$ cat src/rtl/comparador_pkg.sv
// Shared definitions for the comparator family: FSM state encoding and
// the default operand width.
package comparador_pkg;

    typedef enum logic [1:0] {
        OCIOSO  = 2'd0,
        COMPARA = 2'd1,
        FIM     = 2'd2
    } estado_t;

    localparam int COMPARADOR_N_PADRAO = 8;

endpackage

$ cat src/rtl/comparador1bit.sv
// Single-bit magnitude compare cell. The enable input is the equal-chain
// from the more significant bits: once a difference has been found the
// cell is disabled and all three outputs are forced low.
module comparador1bit (
    input  logic en,
    input  logic a,
    input  logic b,
    output logic maior,
    output logic menor,
    output logic igual
);

    assign maior = en & a & ~b;
    assign menor = en & ~a & b;
    assign igual = en & ~(a ^ b);

endmodule

$ cat src/rtl/comparador_serial.sv
// Serial magnitude comparator: walks one comparador1bit cell over the
// captured operands MSB-first, one bit per clock, and reports
// igual/maior/menor with a one-cycle pronto pulse.
// Optional feature macro: COMPARADOR_SERIAL_EARLY_EXIT_EN -- when defined,
// the scan stops on the first differing bit instead of running all N bits.
module comparador_serial
    import comparador_pkg::*;
#(
    parameter int N = COMPARADOR_N_PADRAO
) (
    input  logic         clk,
    input  logic         rst,
    input  logic         inicio,
    input  logic [N-1:0] A,
    input  logic [N-1:0] B,
    output logic         ocupado,
    output logic         pronto,
    output logic         igual,
    output logic         maior,
    output logic         menor
);

    localparam int IDX_W = $clog2(N);
    localparam logic [IDX_W-1:0] IDX_MSB  = IDX_W'(N - 1);
    localparam logic [IDX_W-1:0] IDX_ZERO = {IDX_W{1'b0}};

    estado_t          estado_r;
    estado_t          estado_prox_s;
    logic [N-1:0]     a_r;
    logic [N-1:0]     b_r;
    logic [IDX_W-1:0] idx_r;
    logic             cadeia_r;
    logic             maior_flag_r;
    logic             menor_flag_r;
    logic             ocupado_r;
    logic             pronto_r;
    logic             igual_r;
    logic             maior_r;
    logic             menor_r;
    logic             bit_a_s;
    logic             bit_b_s;
    logic             cel_maior_s;
    logic             cel_menor_s;
    logic             cel_igual_s;

    assign bit_a_s = a_r[idx_r];
    assign bit_b_s = b_r[idx_r];

    comparador1bit u_celula (
        .en    (cadeia_r),
        .a     (bit_a_s),
        .b     (bit_b_s),
        .maior (cel_maior_s),
        .menor (cel_menor_s),
        .igual (cel_igual_s)
    );

    // State register.
    always_ff @(posedge clk) begin
        if (rst) begin
            estado_r <= OCIOSO;
        end else begin
            estado_r <= estado_prox_s;
        end
    end

    // Next-state logic: idle until a start request, scan, then one result cycle.
    always_comb begin
        estado_prox_s = estado_r;
        case (estado_r)
            OCIOSO: begin
                if (inicio) begin
                    estado_prox_s = COMPARA;
                end else begin
                    estado_prox_s = OCIOSO;
                end
            end
            COMPARA: begin
`ifdef COMPARADOR_SERIAL_EARLY_EXIT_EN
                // The chain is always 1 on entry to a bit here, so a low cell
                // igual output means this bit is the first difference.
                if ((idx_r == IDX_ZERO) || !cel_igual_s) begin
                    estado_prox_s = FIM;
                end else begin
                    estado_prox_s = COMPARA;
                end
`else
                if (idx_r == IDX_ZERO) begin
                    estado_prox_s = FIM;
                end else begin
                    estado_prox_s = COMPARA;
                end
`endif
            end
            FIM:     estado_prox_s = OCIOSO;
            default: estado_prox_s = OCIOSO;
        endcase
    end

    // Datapath: operand capture, index/chain/flag updates and registered outputs.
    always_ff @(posedge clk) begin
        if (rst) begin
            a_r          <= {N{1'b0}};
            b_r          <= {N{1'b0}};
            idx_r        <= IDX_ZERO;
            cadeia_r     <= 1'b0;
            maior_flag_r <= 1'b0;
            menor_flag_r <= 1'b0;
            ocupado_r    <= 1'b0;
            pronto_r     <= 1'b0;
            igual_r      <= 1'b0;
            maior_r      <= 1'b0;
            menor_r      <= 1'b0;
        end else begin
            case (estado_r)
                OCIOSO: begin
                    if (inicio) begin
                        a_r          <= A;
                        b_r          <= B;
                        idx_r        <= IDX_MSB;
                        cadeia_r     <= 1'b1;
                        maior_flag_r <= 1'b0;
                        menor_flag_r <= 1'b0;
                        igual_r      <= 1'b0;
                        maior_r      <= 1'b0;
                        menor_r      <= 1'b0;
                        ocupado_r    <= 1'b1;
                    end
                end
                COMPARA: begin
                    cadeia_r     <= cel_igual_s;
                    maior_flag_r <= maior_flag_r | cel_maior_s;
                    menor_flag_r <= menor_flag_r | cel_menor_s;
                    idx_r        <= idx_r - IDX_W'(1);
                    if (estado_prox_s == FIM) begin
                        pronto_r <= 1'b1;
                        igual_r  <= cel_igual_s;
                        maior_r  <= maior_flag_r | cel_maior_s;
                        menor_r  <= menor_flag_r | cel_menor_s;
                    end
                end
                FIM: begin
                    pronto_r  <= 1'b0;
                    ocupado_r <= 1'b0;
                end
                default: begin
                    pronto_r  <= 1'b0;
                    ocupado_r <= 1'b0;
                end
            endcase
        end
    end

    assign ocupado = ocupado_r;
    assign pronto  = pronto_r;
    assign igual   = igual_r;
    assign maior   = maior_r;
    assign menor   = menor_r;

endmodule

$ cat config.mk
export PLATFORM = sky130hd
export DESIGN_NAME = comparador_serial
export DESIGN_NICKNAME = d
export VERILOG_FILES = /design/src/rtl/comparador_pkg.sv /design/src/rtl/comparador1bit.sv /design/src/rtl/comparador_serial.sv
export SDC_FILE = /design/constraint.sdc
export NUM_CORES = 1
export LEC_CHECK = 0
export CAP_MARGIN = 20
export CORE_MARGIN = 5
export CORE_UTILIZATION = 30
export CTS_CLUSTER_DIAMETER = 200
export DETAILED_ROUTE_END_ITERATION = 8
export GPL_TIMING_DRIVEN = 0
export HOLD_SLACK_MARGIN = 0.02
export PLACE_DENSITY_LB_ADDON = 0.3
export SLEW_MARGIN = 20
export SYNTH_ARGS = -nofsm -noshare
export SYNTH_HDL_FRONTEND = slang
export SYNTH_HIERARCHICAL = 1
export SYNTH_SLANG_ARGS = --single-unit
$ cat constraint.sdc
create_clock -name clk -period 2.2 [get_ports clk]
set_clock_uncertainty 0.15 [all_clocks]
set_input_delay 0.44 -clock clk [delete_from_list [all_inputs] [get_ports clk]]
set_output_delay 0.44 -clock clk [all_outputs]
set_load 0.02 [all_outputs]
* Word level (Yosys, flattened, before mapping)
Cells that the tools add are included.
** Operators by class
- Bitwise operators :: 13
- Eq/ne operators :: 4
- Reductions and logical operators :: 8
- Order comparisons :: 1
- Add/sub/neg operators :: 1
- Multiplexer cells :: 23
** Operators by type and width (count)
- 1-bit case mux with 2 select lines :: 8
- 1-bit 2-to-1 mux :: 9
- 2-bit AND reduction :: 4
- 1-bit binary-select mux with 3-bit select :: 2
- 3-bit case mux with 2 select lines :: 1
- 1-bit bitwise AND :: 5
- 1-bit NOT :: 5
- 3-bit by 4-bit < comparator with 1-bit output, second input constant :: 1
- 2-bit != test, second input constant :: 2
- 2-bit case mux with 2 select lines :: 1
- 3-bit logical NOT :: 1
- 3-bit 2-to-1 mux :: 1
- 3-bit AND reduction :: 1
- 3-bit by 1-bit subtractor with 3-bit output, second input constant :: 1
- 2-bit by 1-bit == test with 1-bit output, second input constant :: 1
- 2-bit == test, second input constant :: 1
- 2-bit logical NOT :: 1
- 2-bit 2-to-1 mux :: 1
- 1-bit bitwise OR :: 2
- 2-bit nonzero test :: 1
- 1-bit bitwise XOR :: 1
** Word-level totals
- Logic and storage cells :: 62
- Output and inout bits :: 5
- Register bits after elaboration :: 29
- Input bits :: 19

* Longest topological paths before layout
- Depth after elaboration :: 8
- Gate-level depth with buffers :: 8

* Modules after synthesis
Netlist, hierarchy kept.
** Modules (own cells, without submodules)
- comparador_serial :: area each 1248.7 um2, instances 1, seq. area each 580.6 um2, cells an instance 140
- comparador1bit :: area each 30.0 um2, instances 1, seq. area each 0.0 um2, cells an instance 6

* Worst setup path before layout
No wires, ideal clock.
- Path kind :: reg-to-reg
- From :: register idx_r[0]
- To :: register cadeia_r
- Library setup time :: 0.086 ns
- Stages on the path, launching flop included :: 8
- Period minus slack after synthesis :: 1.942 ns
- Arrival :: 1.707 ns
- Path slack :: 0.258 ns
- Path buffers :: 1
- Required time :: 1.964 ns
- Cells stage by stage :: dfxtp_1 buf_6 mux4_1 mux2_2 xnor2_1 and2_1 inv_1 a211oi_1
** Between the ends
- Word-level cells in the longest chain between the ends :: 6
- Elaborated cells between the ends (all ways) :: 8
- Those cells by class :: mux (5); bitwise (3)
** Ends and longest elaborated chain
- start, declared :: line comparador_serial.sv:31 : logic [IDX_W-1:0] idx_r;
- start signal, assigned :: line comparador_serial.sv:134 : idx_r <= idx_r - IDX_W'(1);
- 1-bit binary-select mux with 3-bit select :: line comparador_serial.sv:46 : assign bit_a_s = a_r[idx_r];
- 1-bit 2-to-1 mux (not written as such) :: line comparador_serial.sv:46
- named net bit_a_s :: line comparador_serial.sv:40 : logic bit_a_s;
- 1-bit bitwise XOR :: line comparador1bit.sv:15 : assign igual = en & ~(a ^ b);
- 1-bit NOT :: line comparador1bit.sv:15
- 1-bit bitwise AND :: line comparador1bit.sv:15
- named net cel_igual_s :: line comparador_serial.sv:44 : logic cel_igual_s;
- 1-bit case mux with 2 select lines :: line comparador_serial.sv:115 : case (estado_r)
- end signal, assigned :: line comparador_serial.sv:131 : cadeia_r <= cel_igual_s;
- end, declared :: line comparador_serial.sv:32 : logic cadeia_r;
The timed path passes the listed nets, and every way through them passes these cells. The select of a mux whose other input is x is not followed.
A chain may end at the register's enable or synchronous reset.

* Worst setup path after layout
- From :: register idx_r[0]
- To :: register cadeia_r
** Between the ends
- Word-level cells in the longest chain between the ends :: 6
- Elaborated cells between the ends (all ways) :: 8
- Those cells by class :: mux (5); bitwise (3)
** Ends and longest elaborated chain
- 1-bit binary-select mux with 3-bit select :: line comparador_serial.sv:47 : assign bit_b_s = b_r[idx_r];
- 1-bit 2-to-1 mux (not written as such) :: line comparador_serial.sv:47
- named net bit_b_s :: line comparador_serial.sv:41 : logic bit_b_s;
- 1-bit bitwise XOR :: line comparador1bit.sv:15
- 1-bit NOT :: line comparador1bit.sv:15
- 1-bit bitwise AND :: line comparador1bit.sv:15
- named net cel_igual_s :: line comparador_serial.sv:44
- 1-bit case mux with 2 select lines :: line comparador_serial.sv:115
The timed path passes the listed nets, and every way through them passes these cells. The select of a mux whose other input is x is not followed.

==> flow_metrics.tcl <==
set metrics [dict create \
    topRoutingLayerUsed "met4" \
    drv_cap 0 \
    fin_crit_sh 0.939 \
    avgSynthCellArea_sq_um 8.76 \
    wl_per_cell_microns 12.1 \
    peakVddDrop_mv 0.365 \
    antenna_found_initial 0 \
    ys_top_cells_by_count "nand2_1 (37), dfxtp_1 (29), a21oi_1 (22)" \
    core_area_sq_um 4060 \
    synth_cell_types 28 \
    synth-seq-cells 29 \
    cp_top_family "multiplexers" \
    crit_required_ns 2.24 \
    synth_area_leaders "dfxtp_1 (45%), nand2_1 (11%), a21oi_1 (8.6%)" \
    slowest_delay_ns 0.55 \
    drv_slew 0 \
    wirelength_mm 2.74 \
    grt_pass1_vias 1118 \
    nFillCells 417 \
    wl_met3_microns 179 \
    yosysTopAreaCell "dfxtp_1" \
    final_nets 196 \
    met2_length_mm 1.25 \
    power.total_mw 1.30 \
    insertion_delay_ns 0.28 \
    dp_hpwl_mm 2.06 \
    wl_met1_mm 1.27 \
    dr_total_vias 1079 \
    syn_inst 146 \
    htreeDepth 2 \
    cp-end-kind "register" \
    hp-class "register to register" \
    final_cells 226 \
    slew_headroom 0.666 \
    clock.fmax_mhz 484 \
    tritoncts "yes" \
    synth_nets 167 \
    final-hold-violation-count 0 \
    tightest_slew_ns 0.499 \
    setup_violations 0 \
    run_status "finished clean" \
    rsz0062_at_grt "false" \
    cts_max_path_buffers 2 \
    p_leak_nw 0.652 \
    grt_max_degree 11 \
    gr-total-overflow 0 \
    antenna_left 0 \
    yosys.cell_count.top_type "nand2_1" \
    critPathKind "register to register" \
    ys_seq_area_frac 0.454 \
    die_h_microns 75.3 \
    ys_warn_count 6 \
    power.density_nw_per_um2 778 \
    cts_sinks 29 \
    cts.clk_slew.worst_paths_ns 0.06 \
    io_pins 24 \
    worst_setup_path_start_kind "register" \
    synth_flop_cell "dfxtp_1" \
    synth_edf_count 0 \
    critPathMaxFanout 7 \
    grt_first_pass_wirelength_mm 5.00 \
    die_w_microns 75.3 \
    routed_via_density 4.77 \
    initial_core_util 0.315 \
    synth_top_cell_area_share 0.454 \
    grt_use_total 0.117 \
    path_cells "buf_6, mux4_1, mux2_2, xnor2_1, and2_1, inv_1, a211oi_1" \
    postCtsSetupBuffers 0 \
    rows 23 \
    n_antenna_cell 0 \
    async_flop_share 0 \
    syn_area_sq_um 1280 \
    first_iter_violations 101 \
    syn_to_final_growth_pct 30.3 \
    critical_path_arrival_ns 2.11 \
    drc 0 \
    placed_area_sq_um 1560 \
    placed_cells 218 \
    finalInstanceArea_sq_um 1670 \
    min_period_ns 2.07 \
    dieArea_sq_um 5670 \
    cp_num_buf_inv 2 \
    gp_congestion 0.817 \
    drive_above_1_share 0.108 \
    io_buffers 22 \
    cpMaxStageDelayCell "mux4_1" \
    tns_ns 0 \
    drt-pass1-iter-count 4 \
    clockRootBuffer "clkbuf_8" \
    cts_buffers 5 \
]
==> area by class of cell <==
type	count	area (sq um)	share of cell area
buffer	9	52.6	0.0315
clock buffer	7	96.3	0.0578
clock inverter	1	5.00	0.00300
inverter	4	15.0	0.00901
multi-input combinational	104	634	0.381
sequential	29	581	0.348
tap	50	62.6	0.0375
timing repair buffer	22	220	0.132
==> worst paths after layout <==
path / slack, ns / cells past startpoint / from / to
max: 0.13 / 7 / idx_r[0] / cadeia_r
min: 0.30 / 2 / a_r[3] / a_r[3]
max reg2reg: 0.13 / 7 / idx_r[0] / cadeia_r
min reg2reg: 0.30 / 2 / a_r[3] / a_r[3]
==> worst register-to-register path: stages, from the launching register on <==
cell and delay (ns):
dfxtp_1 0.33, buf_6 0.13, mux4_1 0.55, mux2_2 0.31
xnor2_1 0.12, and2_1 0.15, inv_1 0.05, a211oi_1 0.19
==> cells in the final DEF (no fill, tap or decap) <==
| master | count |
|---|---|
| and3b_1 | 1 |
| mux4_1 | 4 |
| nor3b_2 | 1 |
| and2_1 | 1 |
| or3b_1 | 1 |
| nand4bb_1 | 1 |
| buf_4 | 2 |
| nand3b_1 | 1 |
| nand3_1 | 1 |
| nand2b_1 | 1 |
| nor2_1 | 10 |
| ha_1 | 2 |
| mux2_4 | 1 |
| clkinv_2 | 1 |
| nor2b_1 | 2 |
| clkdlybuf4s50_1 | 22 |
| mux2_2 | 1 |
| o21ba_2 | 1 |
| a21oi_1 | 22 |
| nand2_1 | 37 |
| inv_1 | 4 |
| nor3_1 | 6 |
| clkbuf_1 | 3 |
| clkbuf_8 | 7 |
| o21ai_0 | 1 |
| nor4_1 | 1 |
| buf_6 | 1 |
| o21ai_1 | 2 |
| xnor2_1 | 1 |
| buf_2 | 3 |
| and4bb_2 | 1 |
| dfxtp_1 | 29 |
| a211oi_1 | 4 |
==> power breakdown <==
group	switching [mW]	internal (mW)	total [mW]
sequential	0.0281	0.565	0.593
clock	0.193	0.282	0.475
combinational	0.109	0.120	0.228
total	0.329	0.967	1.30
==> stage by stage <==
step / util / setup WS (ns) / hold slack (ns)
2_1_floorplan: - / 0.258 / 0.282
3_5_place_dp: 0.385 / 0.00939 / 0.297
6_report: 0.411 / 0.134 / 0.302
3_3_place_gp: 0.385 / 0.0269 / 0.292
4_1_cts: 0.410 / 0.117 / 0.306
5_1_grt: 0.411 / 0.000674 / 0.330
==> flip-flops by register name (all words and copies together), names as in the netlist <==
name,flops
maior,1
igual,1
idx_r,3
a_r,8
menor,1
cadeia_r,1
estado_r,2
b_r,8
maior_flag_r,1
ocupado,1
pronto,1
menor_flag_r,1
==> per-layer routing <==
metal / track usage / up-vias
li1: - / 557
met3: 0.0467 / 5
met4: 0.0447 / 0
met1: 0.145 / 494
met5: 0 / -
met2: 0.183 / 23
==> cell families (layout without fill, tap and decap cells) <==
logic type | count (synthesis) | count (layout) | share of synthesized area
fa+ha+maj | 2 | 2 | 0.0196
compound gates | 30 | 30 | 0.129
simple gates | 65 | 65 | 0.238
buf+inv | 13 | 43 | 0.0528
mux | 6 | 6 | 0.0998
xor+xnor | 1 | 1 | 0.00685
flops | 29 | 29 | 0.454
==> what timing repair did <==
action,CTS,global route
hold buffers,0,0
setup endpoints to repair,0,3
resized for setup,0,3
Power figures use the tool's default switching activity.
